$ cat src/rtl/kyber_pkg.sv
// Kyber arithmetic constants, coefficient and side-band types, and the Barrett reduction
// used by the NTT butterfly.
package kyber_pkg;

    localparam int KYBER_Q    = 3329;
    localparam int KYBER_QINV = -3327;
    localparam int BARRETT_V  = 20159;
    localparam int MONT_R     = 2285;

    typedef logic signed [15:0] coeff_t;

    typedef enum logic {
        MODE_CT = 1'b0,
        MODE_GS = 1'b1
    } bfly_mode_e;

    // Data that bypasses the multiplier and is re-aligned with its product.
    typedef struct packed {
        bfly_mode_e  mode;
        logic [7:0]  tag;
        coeff_t      pass;
    } side_t;

    // Maps any 17-bit signed value to a congruent value with |r| <= Q.
    function automatic coeff_t barrett_reduce(input logic signed [16:0] x);
        logic signed [31:0] xe;
        logic signed [31:0] qt;
        logic signed [31:0] r;
        xe = 32'(x);
        qt = (BARRETT_V * xe + (32'sd1 <<< 25)) >>> 26;
        r  = xe - KYBER_Q * qt;
        return r[15:0];
    endfunction

endpackage

$ cat src/rtl/mont_mul_pipe.sv
// Three-stage Montgomery multiplier m = zeta*mop*2^-16 mod Q, one issue per cycle,
// with a side-band lane delayed by the same three stages. All stages gated by en.
module mont_mul_pipe
    import kyber_pkg::*;
(
    input  logic   clk,
    input  logic   rst_n,
    input  logic   en,
    input  coeff_t zeta,
    input  coeff_t mop,
    input  side_t  side_in,
    output coeff_t m,
    output side_t  side_out
);

    logic signed [31:0] p2, p3, tprod, red;
    coeff_t             t3;
    side_t              s2, s3;

    always_comb begin
        tprod = 32'(signed'(p2[15:0])) * KYBER_QINV;
        red   = p3 - 32'(t3) * KYBER_Q;
    end

    always_ff @(posedge clk or negedge rst_n) begin
        if (!rst_n) begin
            p2       <= '0;
            p3       <= '0;
            t3       <= '0;
            m        <= '0;
            s2       <= '0;
            s3       <= '0;
            side_out <= '0;
        end else if (en) begin
            p2       <= 32'(zeta) * 32'(mop);
            s2       <= side_in;
            t3       <= tprod[15:0];
            p3       <= p2;
            s3       <= s2;
            // red is an exact multiple of 2^16, so the upper half is the quotient
            m        <= red[31:16];
            side_out <= s3;
        end
    end

endmodule

$ cat src/rtl/ntt_butterfly.sv
// Pipelined Kyber radix-2 CT/GS butterfly, 5-cycle latency with a global stall.
// Build option NTT_BFLY_CT_REDUCE_EN: Barrett-reduce the CT sum/difference instead of int16 wrap.
module ntt_butterfly
    import kyber_pkg::*;
(
    input  logic        clk,
    input  logic        rst_n,
    input  logic        in_valid,
    output logic        in_ready,
    input  logic        in_mode,
    input  logic [15:0] in_a_lo,
    input  logic [15:0] in_a_hi,
    input  logic [15:0] in_zeta,
    input  logic [7:0]  in_tag,
    output logic        out_valid,
    input  logic        out_ready,
    output logic [15:0] out_lo,
    output logic [15:0] out_hi,
    output logic [7:0]  out_tag
);

    localparam int STAGES = 5;

    logic [STAGES:1]    vld_pipe;
    logic               adv;
    coeff_t             a_lo, a_hi;
    logic signed [16:0] s1_sum;
    side_t              s1_side_d, s1_side, mm_side;
    coeff_t             s1_mop_d, s1_mop, s1_zeta, mm_m;
    coeff_t             lo_d, hi_d;

    assign out_valid = vld_pipe[STAGES];
    assign adv       = !(out_valid && !out_ready);
    assign in_ready  = adv;
    assign a_lo      = coeff_t'(in_a_lo);
    assign a_hi      = coeff_t'(in_a_hi);

    always_comb begin
        s1_sum         = 17'(a_lo) + 17'(a_hi);
        s1_side_d.mode = bfly_mode_e'(in_mode);
        s1_side_d.tag  = in_tag;
        s1_side_d.pass = a_lo;
        s1_mop_d       = a_hi;
        if (bfly_mode_e'(in_mode) == MODE_GS) begin
            s1_side_d.pass = barrett_reduce(s1_sum);
            s1_mop_d       = a_hi - a_lo;
        end
    end

    always_ff @(posedge clk or negedge rst_n) begin
        if (!rst_n) begin
            vld_pipe <= '0;
            s1_side  <= '0;
            s1_mop   <= '0;
            s1_zeta  <= '0;
        end else if (adv) begin
            vld_pipe <= {vld_pipe[STAGES-1:1], in_valid};
            s1_side  <= s1_side_d;
            s1_mop   <= s1_mop_d;
            s1_zeta  <= coeff_t'(in_zeta);
        end
    end

    mont_mul_pipe u_mont (
        .clk      (clk),
        .rst_n    (rst_n),
        .en       (adv),
        .zeta     (s1_zeta),
        .mop      (s1_mop),
        .side_in  (s1_side),
        .m        (mm_m),
        .side_out (mm_side)
    );

    always_comb begin
`ifdef NTT_BFLY_CT_REDUCE_EN
        lo_d = barrett_reduce(17'(mm_side.pass) + 17'(mm_m));
        hi_d = barrett_reduce(17'(mm_side.pass) - 17'(mm_m));
`else
        lo_d = mm_side.pass + mm_m;
        hi_d = mm_side.pass - mm_m;
`endif
        if (mm_side.mode == MODE_GS) begin
            lo_d = mm_side.pass;
            hi_d = mm_m;
        end
    end

    always_ff @(posedge clk or negedge rst_n) begin
        if (!rst_n) begin
            out_lo  <= '0;
            out_hi  <= '0;
            out_tag <= '0;
        end else if (adv) begin
            out_lo  <= lo_d;
            out_hi  <= hi_d;
            out_tag <= mm_side.tag;
        end
    end

endmodule

$ cat config.mk
export PLATFORM = sky130hd
export DESIGN_NAME = ntt_butterfly
export DESIGN_NICKNAME = d
export VERILOG_FILES = /design/src/rtl/kyber_pkg.sv /design/src/rtl/mont_mul_pipe.sv /design/src/rtl/ntt_butterfly.sv
export SDC_FILE = /design/constraint.sdc
export NUM_CORES = 2
export LEC_CHECK = 0
export ABC_CLOCK_PERIOD_IN_PS = 7400
export BUFFER_PORTS_ARGS = -buffer_cell sky130_fd_sc_hd__buf_2
export CORE_MARGIN = 4
export CORE_UTILIZATION = 60
export DETAILED_ROUTE_END_ITERATION = 10
export PLACE_DENSITY = 0.77
export SLEW_MARGIN = 0
export SYNTH_ARGS = -nofsm -noshare
export SYNTH_HDL_FRONTEND = slang
export SYNTH_SLANG_ARGS = --single-unit
$ cat constraint.sdc
create_clock -name clk -period 7.4 [get_ports clk]
set_input_delay 0.74 -clock clk [delete_from_list [all_inputs] [get_ports clk]]
set_output_delay 0.74 -clock clk [all_outputs]
set_load 0.1 [all_outputs]
=== Word level (Yosys, flattened, before mapping) ===
Index checks and enable logic that the tools add are counted.

* Flip-flop bits (word level): 273
* Input port bits: 61
* Logic and storage cells: 41

* $mul: 5
* Add/subtract/negate cells: 7
* Mux-type cells: 4
* Reduce and logical (&&, ||, !) cells: 3

{| class="wikitable"
|+ Operator list
! operator !! count
|-
| 2-to-1 mux 16 bit || 4
|-
| subtractor 16 bit || 3
|-
| adder 32 x 27 -> 32 bit (second input constant) || 1
|-
| multiplier 16 x 16 -> 32 bit || 1
|-
| multiplier 16 x 17 -> 32 bit (first input constant) || 1
|-
| subtractor 32 bit || 1
|-
| multiplier 16 x 13 -> 29 bit (second input constant) || 1
|-
| adder 16 x 16 -> 17 bit || 1
|-
| adder 16 bit || 1
|-
| multiplier 13 x 6 -> 16 bit (first input constant) || 1
|-
| multiplier 16 x 13 -> 16 bit (second input constant) || 1
|-
| zero test 1 bit || 2
|-
| logical AND 1 bit || 1
|}

=== Logic depth before layout (Yosys ltp) ===
* Depth in word-level cells: 6
* Mapped depth: 52

=== Hierarchy ===
From an unflattened synthesis, not the netlist that was laid out.

* Cell total of the unflattened synthesis: 3,671
* Area, all modules: 34,710.8 sq um

{| class="wikitable"
|+ By module, submodules not included
! module !! instances !! area each (sq um) !! cells an instance
|-
| mont_mul_pipe || 1 || 20,392.1 || 2,030
|-
| ntt_butterfly || 1 || 14,318.7 || 1,641
|}

=== Worst setup path before layout ===
OpenSTA, ideal clock, no wires.

* Kind: input port to flip-flop
* From: input port in_a_lo[0]
* To: register s1_side[15] in the netlist's numbering
* Required time: 7.323 ns
* Buffers on the path: 0
* Data arrival time: 11.531 ns
* Cell stages on the path: 46
* Path slack: -4.208 ns
* Cells stage by stage: ha_1 > inv_1 > fa_1 > or2_1 > a221oi_2 > o211ai_2 > a2111oi_2 > or3_4 > a21oi_4 > o211ai_1 > o21a_2 > inv_1 > ha_1 > fa_1 > fa_1 > fa_1 > fa_1 > inv_1 > [... 10 more ...] > a21oi_1 > xnor2_1 > inv_1 > ha_1 > inv_1 > ha_1 > inv_1 > fa_1 > inv_1 > fa_1 > inv_1 > ha_1 > o41ai_1 > o21ai_0 > xnor2_1 > xnor2_1 > nand2_1 > a21oi_1

* Word-level cells in the longest chain between the ends: 6

{| class="wikitable"
|+ RTL lines
! element !! RTL line !! RTL
|-
| from (decl) || ntt_butterfly.sv:11 || <nowiki>input logic [15:0] in_a_lo,</nowiki>
|-
| adder 16 x 16 -> 17 bit * || ntt_butterfly.sv:39 || <nowiki>s1_sum = 17'(a_lo) + 17'(a_hi);</nowiki>
|-
| multiplier 16 x 17 -> 32 bit || kyber_pkg.sv:30 || <nowiki>qt = (BARRETT_V * xe + (32'sd1 <<< 25)) >>> 26;</nowiki>
|-
| adder 32 x 27 -> 32 bit || kyber_pkg.sv:30 ||
|-
| multiplier 13 x 6 -> 16 bit || kyber_pkg.sv:31 || <nowiki>r = xe - KYBER_Q * qt;</nowiki>
|-
| subtractor 16 bit * || kyber_pkg.sv:31 ||
|-
| 2-to-1 mux 16 bit * || ntt_butterfly.sv:44 || <nowiki>if (bfly_mode_e'(in_mode) == MODE_GS) begin</nowiki>
|-
| to (signal assigned) || ntt_butterfly.sv:58 || <nowiki>s1_side <= s1_side_d;</nowiki>
|-
| to (decl) || ntt_butterfly.sv:28 || <nowiki>side_t s1_side_d, s1_side, mm_side;</nowiki>
|}

Every way passes the cells marked *; elsewhere a longest branch is shown, timed or not.
A chain may end at the register's enable or synchronous reset.

=== Worst setup path in the final report ===
Ends and elaborated chain as after synthesis.

==> impl_metrics.toml <==
[outcome]
status = "finished with violations"
violations = "setup timing"

[floorplanning]
die-area_um2 = 60900
die_x_um = 247
num_io_pins = 103
initial_utilization_pct = 60.7
rows = 87
fp.coreArea_um2 = 56400
die_h_um = 247

[timing]
finClkSkew_ns = 0.0304
fin_crit_sh_pct = 143
slew-limit-headroom_pct = 26.8
rsz0062_at_grt = "true"
hold_viol_final = 0
setup_viol = 16
slew_viol_final = 0
fin_crit_ns = 10.55
fmax_ghz = 0.0948
setup_ws_ns = -3.15
worst_pin_slew_ns = 1.10

[synth]
syn_area_per_cell_um2 = 8.86
synth_top_cell_by_area = "fa_1"
synth_nets = 4814
synthCells = 3865
yosysSeqAreaShare_pct = 19.4
yosys.area.top_type_share_pct = 25.9
synth.cell_area_um2 = 34200
yosys-top-cells-area = "fa_1 (26%), dfrtp_1 (19%), ha_1 (16%), inv_1 (8.8%), nand2_1 (7.5%)"
synth-seq-cells = 265
ys_async_sr_fraction_pct = 100
synth_edf_count = 0
yosysUniqueCellTypes = 90
ys_warn_count = 0
synth-main-ff-cell = "dfrtp_1"

[setup_path]
slowest_delay_ns = 0.54
path_buf_inv = 10
worst-path-stages = 49
crit_top_cell = "fa_1"
worst_ep_required_time_ns = 7.89
critPathKind = "in -> reg"
cp-end-kind = "register"
crit_arrival_ns = 11.04
reg2reg_depth = 25
path_max_fanout = 5
ff2ff_setup_slack_ns = 0.40
worstReg2RegEnd = "u_mont.p2[30]"
crit_end = "s1_side[15]"
critPathTopFamily = "adder cells"
slowest_stage = "fa_1"
reg2reg_from = "s1_mop[1]"
startpoint_type = "primary input"
crit_path_start = "in_a_lo[0]"

[grt]
overflow = 0
grt_pass1_vias = 27053
grt_pass1_wl_mm = 136
grt_max_degree = 130
grt_antenna_before_repair = 5
track_usage_pct = 27.6

[clock_tree]
cts_buffer_depth = 3
hold_buffers = 0
cts.sinks = 265
h-tree-depth = 1
cts_root_buffer = "clkbuf_16"
tritoncts = "yes"
clk_pin_slew_ns = 0.06
numCtsBuffers = 29
clock_latency_ns = 0.59

[route]
routed_wl_mm = 81.6
drc = 0
detail-route-antenna-nets = 0
vias = 26214
drtIter0Drc = 1805
dr.pass1.iters = 5
wl_per_cell_um = 16.4
via_per_inst = 5.28

[cells_and_area]
multiInputGateArea_um2 = 24700
layout-drive-gt1-share_pct = 14.3
final_util_pct = 69.4
layout.nets = 5136
fillCellCount = 4436
layout-area-overhead-vs-synth_pct = 14.3
seq_area_um2 = 6640

[run]
cap_violations = 0

[placement]
dp_hpwl_mm = 66.6
gp_congestion = 0.919
portBuffers = 102

[worst_hold_path]
hold_class = "in -> async"
synth_stat cells, types with 12 or more instances:
cell type,count
a211oi_1,13
a21o_1,36
a21oi_1,146
and2_1,112
buf_1,12
clkbuf_1,107
dfrtp_1,265
fa_1,442
ha_1,446
inv_1,803
mux2i_1,15
nand2_1,686
nand2b_1,34
nand3_1,19
nor2_1,143
nor2b_1,22
nor3_1,35
o21a_1,24
o21ai_0,148
o21bai_1,12
xnor2_1,119
xor2_1,60
repair_timing:
action	4_1_cts	5_1_grt
resized for setup	50	51
endpoints found under the setup margin	16	20
pin swaps	22	44
setup buffers	10	11
cloned	0	0
cell families (layout without fill, tap and decap cells):
group                      count (synthesis)  count (layout)  share of synthesized area (%)
buffers and inverters                    930            1274                           10.2
xor gates and xnor gates                 186             186                           4.97
other                                      0               3                              0
adders and majority gates                888             888                           42.2
DFF                                      265             265                           19.4
AOI/OAI and AO/OA                        472             472                           8.69
and+or+nand+nor                         1108            1108                           14.1
muxes                                     16              16                          0.472
worst register-to-register path, stage by stage, from the launching register on:
cell,delay [ns]
dfrtp_2,0.57
nand2_1,0.15
fa_1,0.56
inv_1,0.06
fa_1,0.52
inv_1,0.06
fa_1,0.48
fa_1,0.55
inv_1,0.05
fa_1,0.48
inv_1,0.05
fa_1,0.48
inv_1,0.05
ha_1,0.34
a21o_1,0.18
a21oi_1,0.25
buf_4,0.17
o211ai_1,0.08
nand4_1,0.16
a31oi_1,0.23
a221oi_1,0.34
buf_4,0.20
o221ai_1,0.14
a21oi_1,0.20
xor2_1,0.38
o21ai_0,0.13
registers in the layout (all words and copies together), names as in the netlist, 24 cells and up:
register and cells:
u_mont.p2 32, s1_side 25, u_mont.s2 25, u_mont.s3 25, u_mont.side_out 25, u_mont.p3 24
cell usage in the layout (no fill, tap or decap), types with 113 or more instances in the layout:
cell	Yosys	routed
inv_1	803	785
nand2_1	686	686
fa_1	442	436
ha_1	446	427
buf_4	1	308
dfrtp_1	265	259
nor2_1	143	140
a21oi_1	146	138
o21ai_0	148	129
xnor2_1	119	113
worst min path at each step:
stage                     slack, ns  cells after the start       endpoint         from
after floorplan                0.43                      2    vld_pipe[4]  vld_pipe[4]
after global placement         0.44                      2     out_tag[3]   out_tag[3]
after detailed placement       0.46                      2     out_tag[1]   out_tag[1]
after CTS                      0.31                      3     s1_zeta[0]   in_zeta[0]
after global routing           0.31                      3     s1_zeta[0]   in_zeta[0]
final                          0.26                      1  u_mont.s2[21]        rst_n
metrics by stage:
stage	worst slack, ns	std cells	TNS, ns	hold slack (ns)	cell area, µm²
after CTS	-3.05	4955	-36.21	0.312	38800
final	-3.15	4968	-37.62	0.257	39100
after detailed placement	-3.82	4896	-48.90	0.455	37600
after floorplan	-3.55	3865	-40.94	0.430	34400
after global placement	-3.66	4896	-46.51	0.445	37600
after global routing	-3.48	4968	-43.02	0.314	39100
area by class of cell:
type,instances,share of cell area [%]
diodes,3,0.0192
clock buffers,38,2.04
clock inverters,15,0.342
inverters,809,7.80
multi-input cells,2670,63.1
flip-flops and latches,265,17.0
well taps,756,2.42
repair buffers,412,7.34
per-layer routing:
metal	part of all wire, %	track usage [%]	up-vias
li1	-	-	12574
met1	44	38.4	12795
met2	47	45.6	697
met3	6.4	4.22	148
met4	2.8	7.26	0
met5	0	0	-
Power is not shown: default switching activity piles up to over one toggle a cycle in this logic, so the estimate is an artifact.
